--- config.mk ---
export PLATFORM = sky130hd
export DESIGN_NAME = stopwatch_ctrl
export DESIGN_NICKNAME = d
export VERILOG_FILES = /design/src/rtl/stopwatch_pkg.sv /design/src/rtl/bcd_pair_check.sv /design/src/rtl/stopwatch_ctrl.sv
export SDC_FILE = /design/constraint.sdc
export NUM_CORES = 1
export LEC_CHECK = 0
export CORE_MARGIN = 8
export CORE_UTILIZATION = 46
export DETAILED_ROUTE_END_ITERATION = 7
export DONT_BUFFER_PORTS = 1
export PLACE_DENSITY = 0.72
export SETUP_SLACK_MARGIN = 0.2
export SLEW_MARGIN = 15
export SYNTH_ARGS = -nofsm -noshare
export SYNTH_HDL_FRONTEND = slang
export SYNTH_SLANG_ARGS = --single-unit
export TNS_END_PERCENT = 50
--- constraint.sdc ---
create_clock -name clk -period 4.95 [get_ports clk]
set_clock_uncertainty 0.05 [all_clocks]
set_input_delay 0.99 -clock clk [delete_from_list [all_inputs] [get_ports clk]]
set_output_delay 0.99 -clock clk [all_outputs]
set_load 0.005 [all_outputs]
--- src/rtl/stopwatch_pkg.sv ---
// Shared encodings for the stopwatch control block: FSM states, preset pair
// selectors, per-pair tens limits and the terminal count.
package stopwatch_pkg;

  typedef enum logic [2:0] {
    ST_IDLE  = 3'd0,
    ST_RUN   = 3'd1,
    ST_LAP   = 3'd2,
    ST_PAUSE = 3'd3,
    ST_DONE  = 3'd4
  } state_e;

  localparam logic [1:0] SEL_HUND = 2'd0;
  localparam logic [1:0] SEL_SEC  = 2'd1;
  localparam logic [1:0] SEL_MIN  = 2'd2;

  localparam logic [3:0] TENS_MAX_HUND = 4'd9;
  localparam logic [3:0] TENS_MAX_SEC  = 4'd5;
  localparam logic [3:0] TENS_MAX_MIN  = 4'd5;

  localparam logic [23:0] MAX_COUNT = 24'h595999;

  function automatic logic [2:0] sel_onehot(input logic [1:0] sel);
    logic [2:0] oh;
    oh = 3'b000;
    case (sel)
      SEL_HUND: oh = 3'b001;
      SEL_SEC:  oh = 3'b010;
      SEL_MIN:  oh = 3'b100;
      default:  oh = 3'b000;
    endcase
    return oh;
  endfunction

endpackage

--- src/rtl/bcd_pair_check.sv ---
// Combinational legality check for a two-digit BCD preset aimed at one
// counter pair; selector 3 never validates.
module bcd_pair_check
  import stopwatch_pkg::*;
(
  input  logic [1:0] preset_sel_i,
  input  logic [7:0] preset_val_i,
  output logic       valid_o
);

  logic [3:0] units;
  logic [3:0] tens;

  assign units = preset_val_i[3:0];
  assign tens  = preset_val_i[7:4];

  always_comb begin
    valid_o = 1'b0;
    case (preset_sel_i)
      SEL_HUND: valid_o = (units <= 4'd9) && (tens <= TENS_MAX_HUND);
      SEL_SEC:  valid_o = (units <= 4'd9) && (tens <= TENS_MAX_SEC);
      SEL_MIN:  valid_o = (units <= 4'd9) && (tens <= TENS_MAX_MIN);
      default:  valid_o = 1'b0;
    endcase
  end

endmodule

--- src/rtl/stopwatch_ctrl.sv ---
// Control FSM for the six-digit BCD stopwatch: gates the 10 ms tick into the
// counter chain, sequences start/stop, lap freeze, clear and preset loads.
module stopwatch_ctrl
  import stopwatch_pkg::*;
#(
  parameter bit STOP_AT_MAX = 1'b1
) (
  input  logic        clk,
  input  logic        reset_n,
  input  logic        tick_i,
  input  logic        start_stop_i,
  input  logic        lap_reset_i,
  input  logic        preset_load_i,
  input  logic [1:0]  preset_sel_i,
  input  logic [7:0]  preset_val_i,
  input  logic [23:0] cnt_digits_i,
  output logic        count_en_o,
  output logic        clr_o,
  output logic [2:0]  ld_en_o,
  output logic [7:0]  ld_val_o,
  output logic [23:0] disp_digits_o,
  output logic        frozen_o,
  output logic        running_o,
  output logic        wrap_o,
  output logic        err_o,
  output logic [2:0]  state_o
);

  state_e      state_q, state_d;
  logic [23:0] lap_q, lap_d;
  logic        clr_d, err_d, wrap_d, load_ok;
  logic [2:0]  ld_en_d;
  logic        preset_ok, running, at_max, lap_key;

  bcd_pair_check u_check (
    .preset_sel_i (preset_sel_i),
    .preset_val_i (preset_val_i),
    .valid_o      (preset_ok)
  );

  // Keys, clr_o, ld_en_o, wrap_o and err_o are all single-cycle strobes with no
  // back-pressure: a strobe is consumed in the cycle it is high, ld_val_o is
  // only meaningful while ld_en_o is non-zero.
  assign running    = (state_q == ST_RUN) || (state_q == ST_LAP);
  assign at_max     = running && tick_i && (cnt_digits_i == MAX_COUNT);
  assign lap_key    = lap_reset_i && !start_stop_i;
  assign count_en_o = tick_i && running && !(STOP_AT_MAX && at_max);

  assign load_ok = preset_load_i && preset_ok && !start_stop_i && !lap_reset_i &&
                   ((state_q == ST_IDLE) || (state_q == ST_PAUSE));
  assign err_d   = preset_load_i && !load_ok;
  assign ld_en_d = load_ok ? sel_onehot(preset_sel_i) : 3'b000;

  always_comb begin
    state_d = state_q;
    lap_d   = lap_q;
    clr_d   = 1'b0;
    wrap_d  = 1'b0;
    if (STOP_AT_MAX && at_max) begin
      state_d = ST_DONE;
    end else begin
      wrap_d = at_max;
      case (state_q)
        ST_IDLE: begin
          if (start_stop_i)  state_d = ST_RUN;
          else if (load_ok)  state_d = ST_PAUSE;
        end
        ST_RUN: begin
          if (start_stop_i) begin
            state_d = ST_PAUSE;
          end else if (lap_key) begin
            state_d = ST_LAP;
            lap_d   = cnt_digits_i;
          end
        end
        ST_LAP: begin
          if (start_stop_i) state_d = ST_PAUSE;
          else if (lap_key) state_d = ST_RUN;
        end
        ST_PAUSE: begin
          if (start_stop_i) begin
            state_d = ST_RUN;
          end else if (lap_key) begin
            state_d = ST_IDLE;
            clr_d   = 1'b1;
          end
        end
        ST_DONE: begin
          if (lap_key) begin
            state_d = ST_IDLE;
            clr_d   = 1'b1;
          end
        end
        default: state_d = ST_IDLE;
      endcase
    end
  end

  always_ff @(posedge clk or negedge reset_n) begin
    if (!reset_n) begin
      state_q   <= ST_IDLE;
      lap_q     <= 24'h0;
      clr_o     <= 1'b0;
      err_o     <= 1'b0;
      wrap_o    <= 1'b0;
      ld_en_o   <= 3'b000;
      ld_val_o  <= 8'h00;
      frozen_o  <= 1'b0;
      running_o <= 1'b0;
    end else begin
      state_q   <= state_d;
      lap_q     <= lap_d;
      clr_o     <= clr_d;
      err_o     <= err_d;
      wrap_o    <= wrap_d;
      ld_en_o   <= ld_en_d;
      if (load_ok) ld_val_o <= preset_val_i;
      frozen_o  <= (state_d == ST_LAP);
      running_o <= (state_d == ST_RUN) || (state_d == ST_LAP);
    end
  end

  assign state_o       = state_q;
  assign disp_digits_o = frozen_o ? lap_q : cnt_digits_i;

endmodule

==> tab_implementation.tex <==
\begin{tabular}{lr}
\hline
Metric & Value \\
\hline
\multicolumn{2}{l}{\textbf{Placed design}} \\
\quad Final weighted congestion of routability-driven global placement & 0.7519 \\
\quad DP HPWL & 3.569 mm \\
\quad Setup WS pre-CTS & 1.598 ns \\
\quad Number of buffers added on ports & 0 \\
\quad Cells after DPL & 212 \\
\multicolumn{2}{l}{\textbf{GRT}} \\
\quad GRT Util Overall & 13.21\% \\
\quad Antenna violations before repair & 0 \\
\quad Remaining global-route overflow & 0 \\
\quad Wire length of the first global-routing pass & 7.610 mm \\
\quad Vias in the first global route & 1364 \\
\quad Pin count of the biggest net entering global routing & 43 \\
\multicolumn{2}{l}{\textbf{Clock tree}} \\
\quad Hold Buf Count CTS & 0 \\
\quad Total setup buffers inserted after CTS & 0 \\
\quad CTS H-Tree Depth & 2 \\
\quad Clock transition at the registers of the reported paths & 0.08 ns \\
\quad Clock buffer count from CTS & 5 \\
\quad CTS sink count & 42 \\
\quad Buffer cell driving the clock tree root & sky130\_fd\_sc\_hd\_\_clkbuf\_8 \\
\quad Maximum count of clock buffers along a single path & 2 \\
\quad TritonCTS clock tree & built \\
\quad Post-cts resize count & 0 \\
\quad Worst-skew pair later-pin latency & 0.29 ns \\
\multicolumn{2}{l}{\textbf{Setup path}} \\
\quad Required arrival time at the worst endpoint & 3.91 ns \\
\quad Count of buffering cells on the critical path with inverters included & 0 \\
\quad Launching element type of the critical path & input pin \\
\quad Capturing element type of the critical path & primary output \\
\quad Cells traversed along the worst timing path & nor4bb\_1 -> nand4\_1 -> nor2\_1 -> nor2\_1 \\
\quad Top cell family by delay on the critical path & simple AND/OR/NAND/NOR gates \\
\quad Critical path start-end classification & in2out \\
\quad Slowest CP cell & sky130\_fd\_sc\_hd\_\_nor4bb\_1 \\
\quad Arrival @ worst endpoint & 2.02 ns \\
\quad Most common cell on crit path & sky130\_fd\_sc\_hd\_\_nor2\_1 \\
\quad Crit-path max FO & 4 \\
\quad Slowest Stage Delay on Critical Path & 0.41 ns \\
\multicolumn{2}{l}{\textbf{Pwr}} \\
\quad Power density cells & 411.8 nW/um\^{}2 \\
\quad Reported leakage power & 1.067 nW \\
\quad Pwr Total & 0.0009640 W \\
\quad Max IR drop VDD & 0.1720 mV \\
\multicolumn{2}{l}{\textbf{Timing}} \\
\quad Actual slew at the worst max-slew pin & 1.032 ns \\
\quad Post-layout minimum cycle time & 3.057 ns \\
\quad Part of the cycle the worst path needs & 61.75\% \\
\quad Final Hold Violating Endpoints & 0 \\
\quad Count of final max-slew check failures & 0 \\
\quad PnR worst setup slack & 1.893 ns \\
\quad Unrepaired setup endpoints after global routing & no \\
\quad Maximum operating frequency & 0.3271 GHz \\
\quad Setup violations, final & 0 \\
\quad Worst max-slew margin expressed relative to the limit & 31.23\% \\
\quad Setup\_tns & 0 ns \\
\multicolumn{2}{l}{\textbf{Synthesis}} \\
\quad Number of nets in the synthesized netlist & 210 \\
\quad Sequential element share of the synthesized area & 47.01\% \\
\quad Post-Synthesis Cells & 166 \\
\quad Async set or reset register ratio after synthesis & 100.0\% \\
\quad Number of enable-type register cells in the synthesized netlist & 0 \\
\quad Synthesis-stage register bit count & 42 \\
\quad Netlist Area Pre-Place & 2236 um\^{}2 \\
\quad Ys flop type & sky130\_fd\_sc\_hd\_\_dfrtp\_1 \\
\quad Netlist cell types & 36 \\
\quad Average cell area after synthesis & 13.47 um\^{}2 \\
\quad Count of yosys warnings during synthesis & 0 \\
\multicolumn{2}{l}{\textbf{Route}} \\
\quad DRC viols & 0 \\
\quad Post-DR wirelength/cell & 21.43 um \\
\quad Average vias per placed instance & 5.814 \\
\quad Vias & 1279 \\
\quad Post-Route WL & 4.714 mm \\
\quad Iter 0 DRT Violations & 38 \\
\quad Number of nets with antenna violations after detailed routing & 0 \\
\quad Router iterations before antenna repair & 4 \\
\multicolumn{2}{l}{\textbf{Layout}} \\
\quad Commonest non-fill, non-tap cell in the layout & sky130\_fd\_sc\_hd\_\_dfrtp\_1 \\
\quad Fraction of layout instances using a drive strength above 1 & 40.96\% \\
\quad N\_diodes & 0 \\
\quad Fin util & 49.89\% \\
\quad Post-synthesis to final-layout area growth & 4.701\% \\
\quad Most frequent cells in the layout & 42 x sky130\_fd\_sc\_hd\_\_dfrtp\_1, 31 x sky130\_fd\_sc\_hd\_\_mux2\_2, 20 x sky130\_fd\_sc\_hd\_\_mux2\_4 \\
\quad Number of non-filler instances in the completed layout & 220 \\
\quad Final-stage net count & 209 \\
\multicolumn{2}{l}{\textbf{Run}} \\
\quad Max-Cap Viols & 0 \\
\multicolumn{2}{l}{\textbf{Floorplanning}} \\
\quad Effective utilization at floorplan & 47.65\% \\
\quad Core region area & 4692 um\^{}2 \\
\quad Ports & 84 \\
\quad DIE HEIGHT & 85.72 um \\
\quad Number of rows in the core area & 25 \\
\quad Die Outline Area & 7348 um\^{}2 \\
\quad Die span in x & 85.72 um \\
\multicolumn{2}{l}{\textbf{Run status}} \\
\quad Run status & finished clean \\
\multicolumn{2}{l}{\textbf{Worst hold path}} \\
\quad Class of the tightest hold or removal check & in2async \\
\hline
\end{tabular}
==> flip-flops by register name, summed over array words and instances (netlist names) <==
register and count:
lap_q 24, ld_val_o 8, ld_en_o 3, state_o 3
clr_o 1, err_o 1, frozen_o 1, running_o 1
==> per-layer routing <==
layer | share of wire, % | GRT usage [%]
met5 | 0 | 0
met4 | 1.5 | 5.255
met3 | 10 | 6.113
met2 | 50 | 21.65
met1 | 39 | 14.48
==> layout make-up <==
type,count,area [um^2]
inverter,4,15.01
clock inverter,1,5.005
sequential,42,1051
fill,418,2351
tap,54,67.56
clock buffer,7,86.33
multi-input combinational,112,1116
==> synthesized netlist by cell type (all sizes together), types with 2 or more instances <==
master,instances,area [um^2]
a21oi,2,10.01
nor4bb,4,40.04
o21ai,7,46.30
nor3,2,10.01
a31oi,2,12.51
nor2b,2,12.51
and4bb,2,25.02
and2,4,26.28
nand2,4,15.01
clkbuf,3,11.26
nor3b,2,20.02
mux2,56,705.7
ha,4,50.05
nor2,8,30.03
nand4,3,25.02
dfrtp,42,1051
inv,4,15.01
buf,5,42.53
==> cell families after synthesis <==
group           Yosys count  share of synthesized area (%)
compound gates           15                          4.869
xor+xnor                  1                         0.7277
fa+ha+maj                 4                          2.238
buf+inv                  12                          3.077
flops                    42                          47.01
mux                      56                          31.56
other cells               1                         0.1677
simple gates             35                          10.35
==> power by group <==
group	internal [W]	total (W)	switching, W
combinational	0.000153	0.000222	0.0000686
sequential	0.000448	0.000521	0.0000732
clock	0.000113	0.000221	0.000109
total	0.000714	0.000964	0.000250
==> path summary, 6_finish.rpt <==
path / startpoint / endpoint / slack, ns / depth (start not counted)
max reg2reg: state_o[0] / lap_q[15] / 2.46 / 4
min reg2reg: lap_q[13] / lap_q[13] / 0.45 / 1
min: reset_n / lap_q[7] / 0.34 / 0
max: cnt_digits_i[15] / count_en_o / 1.89 / 4
max in group asynchronous: reset_n / lap_q[15] / 4.42 / 0
min in group clk: lap_q[13] / lap_q[13] / 0.45 / 1
==> metrics by stage <==
step | hold WS (ns) | area [um^2]
4_1_cts | 0.3262 | 2341
3_5_place_dp | 0.4290 | 2250
2_1_floorplan | 0.4085 | 2236
3_3_place_gp | 0.4205 | 2250
5_1_grt | 0.3144 | 2341
6_report | 0.3385 | 2341
Power figures use the tool's default switching activity.
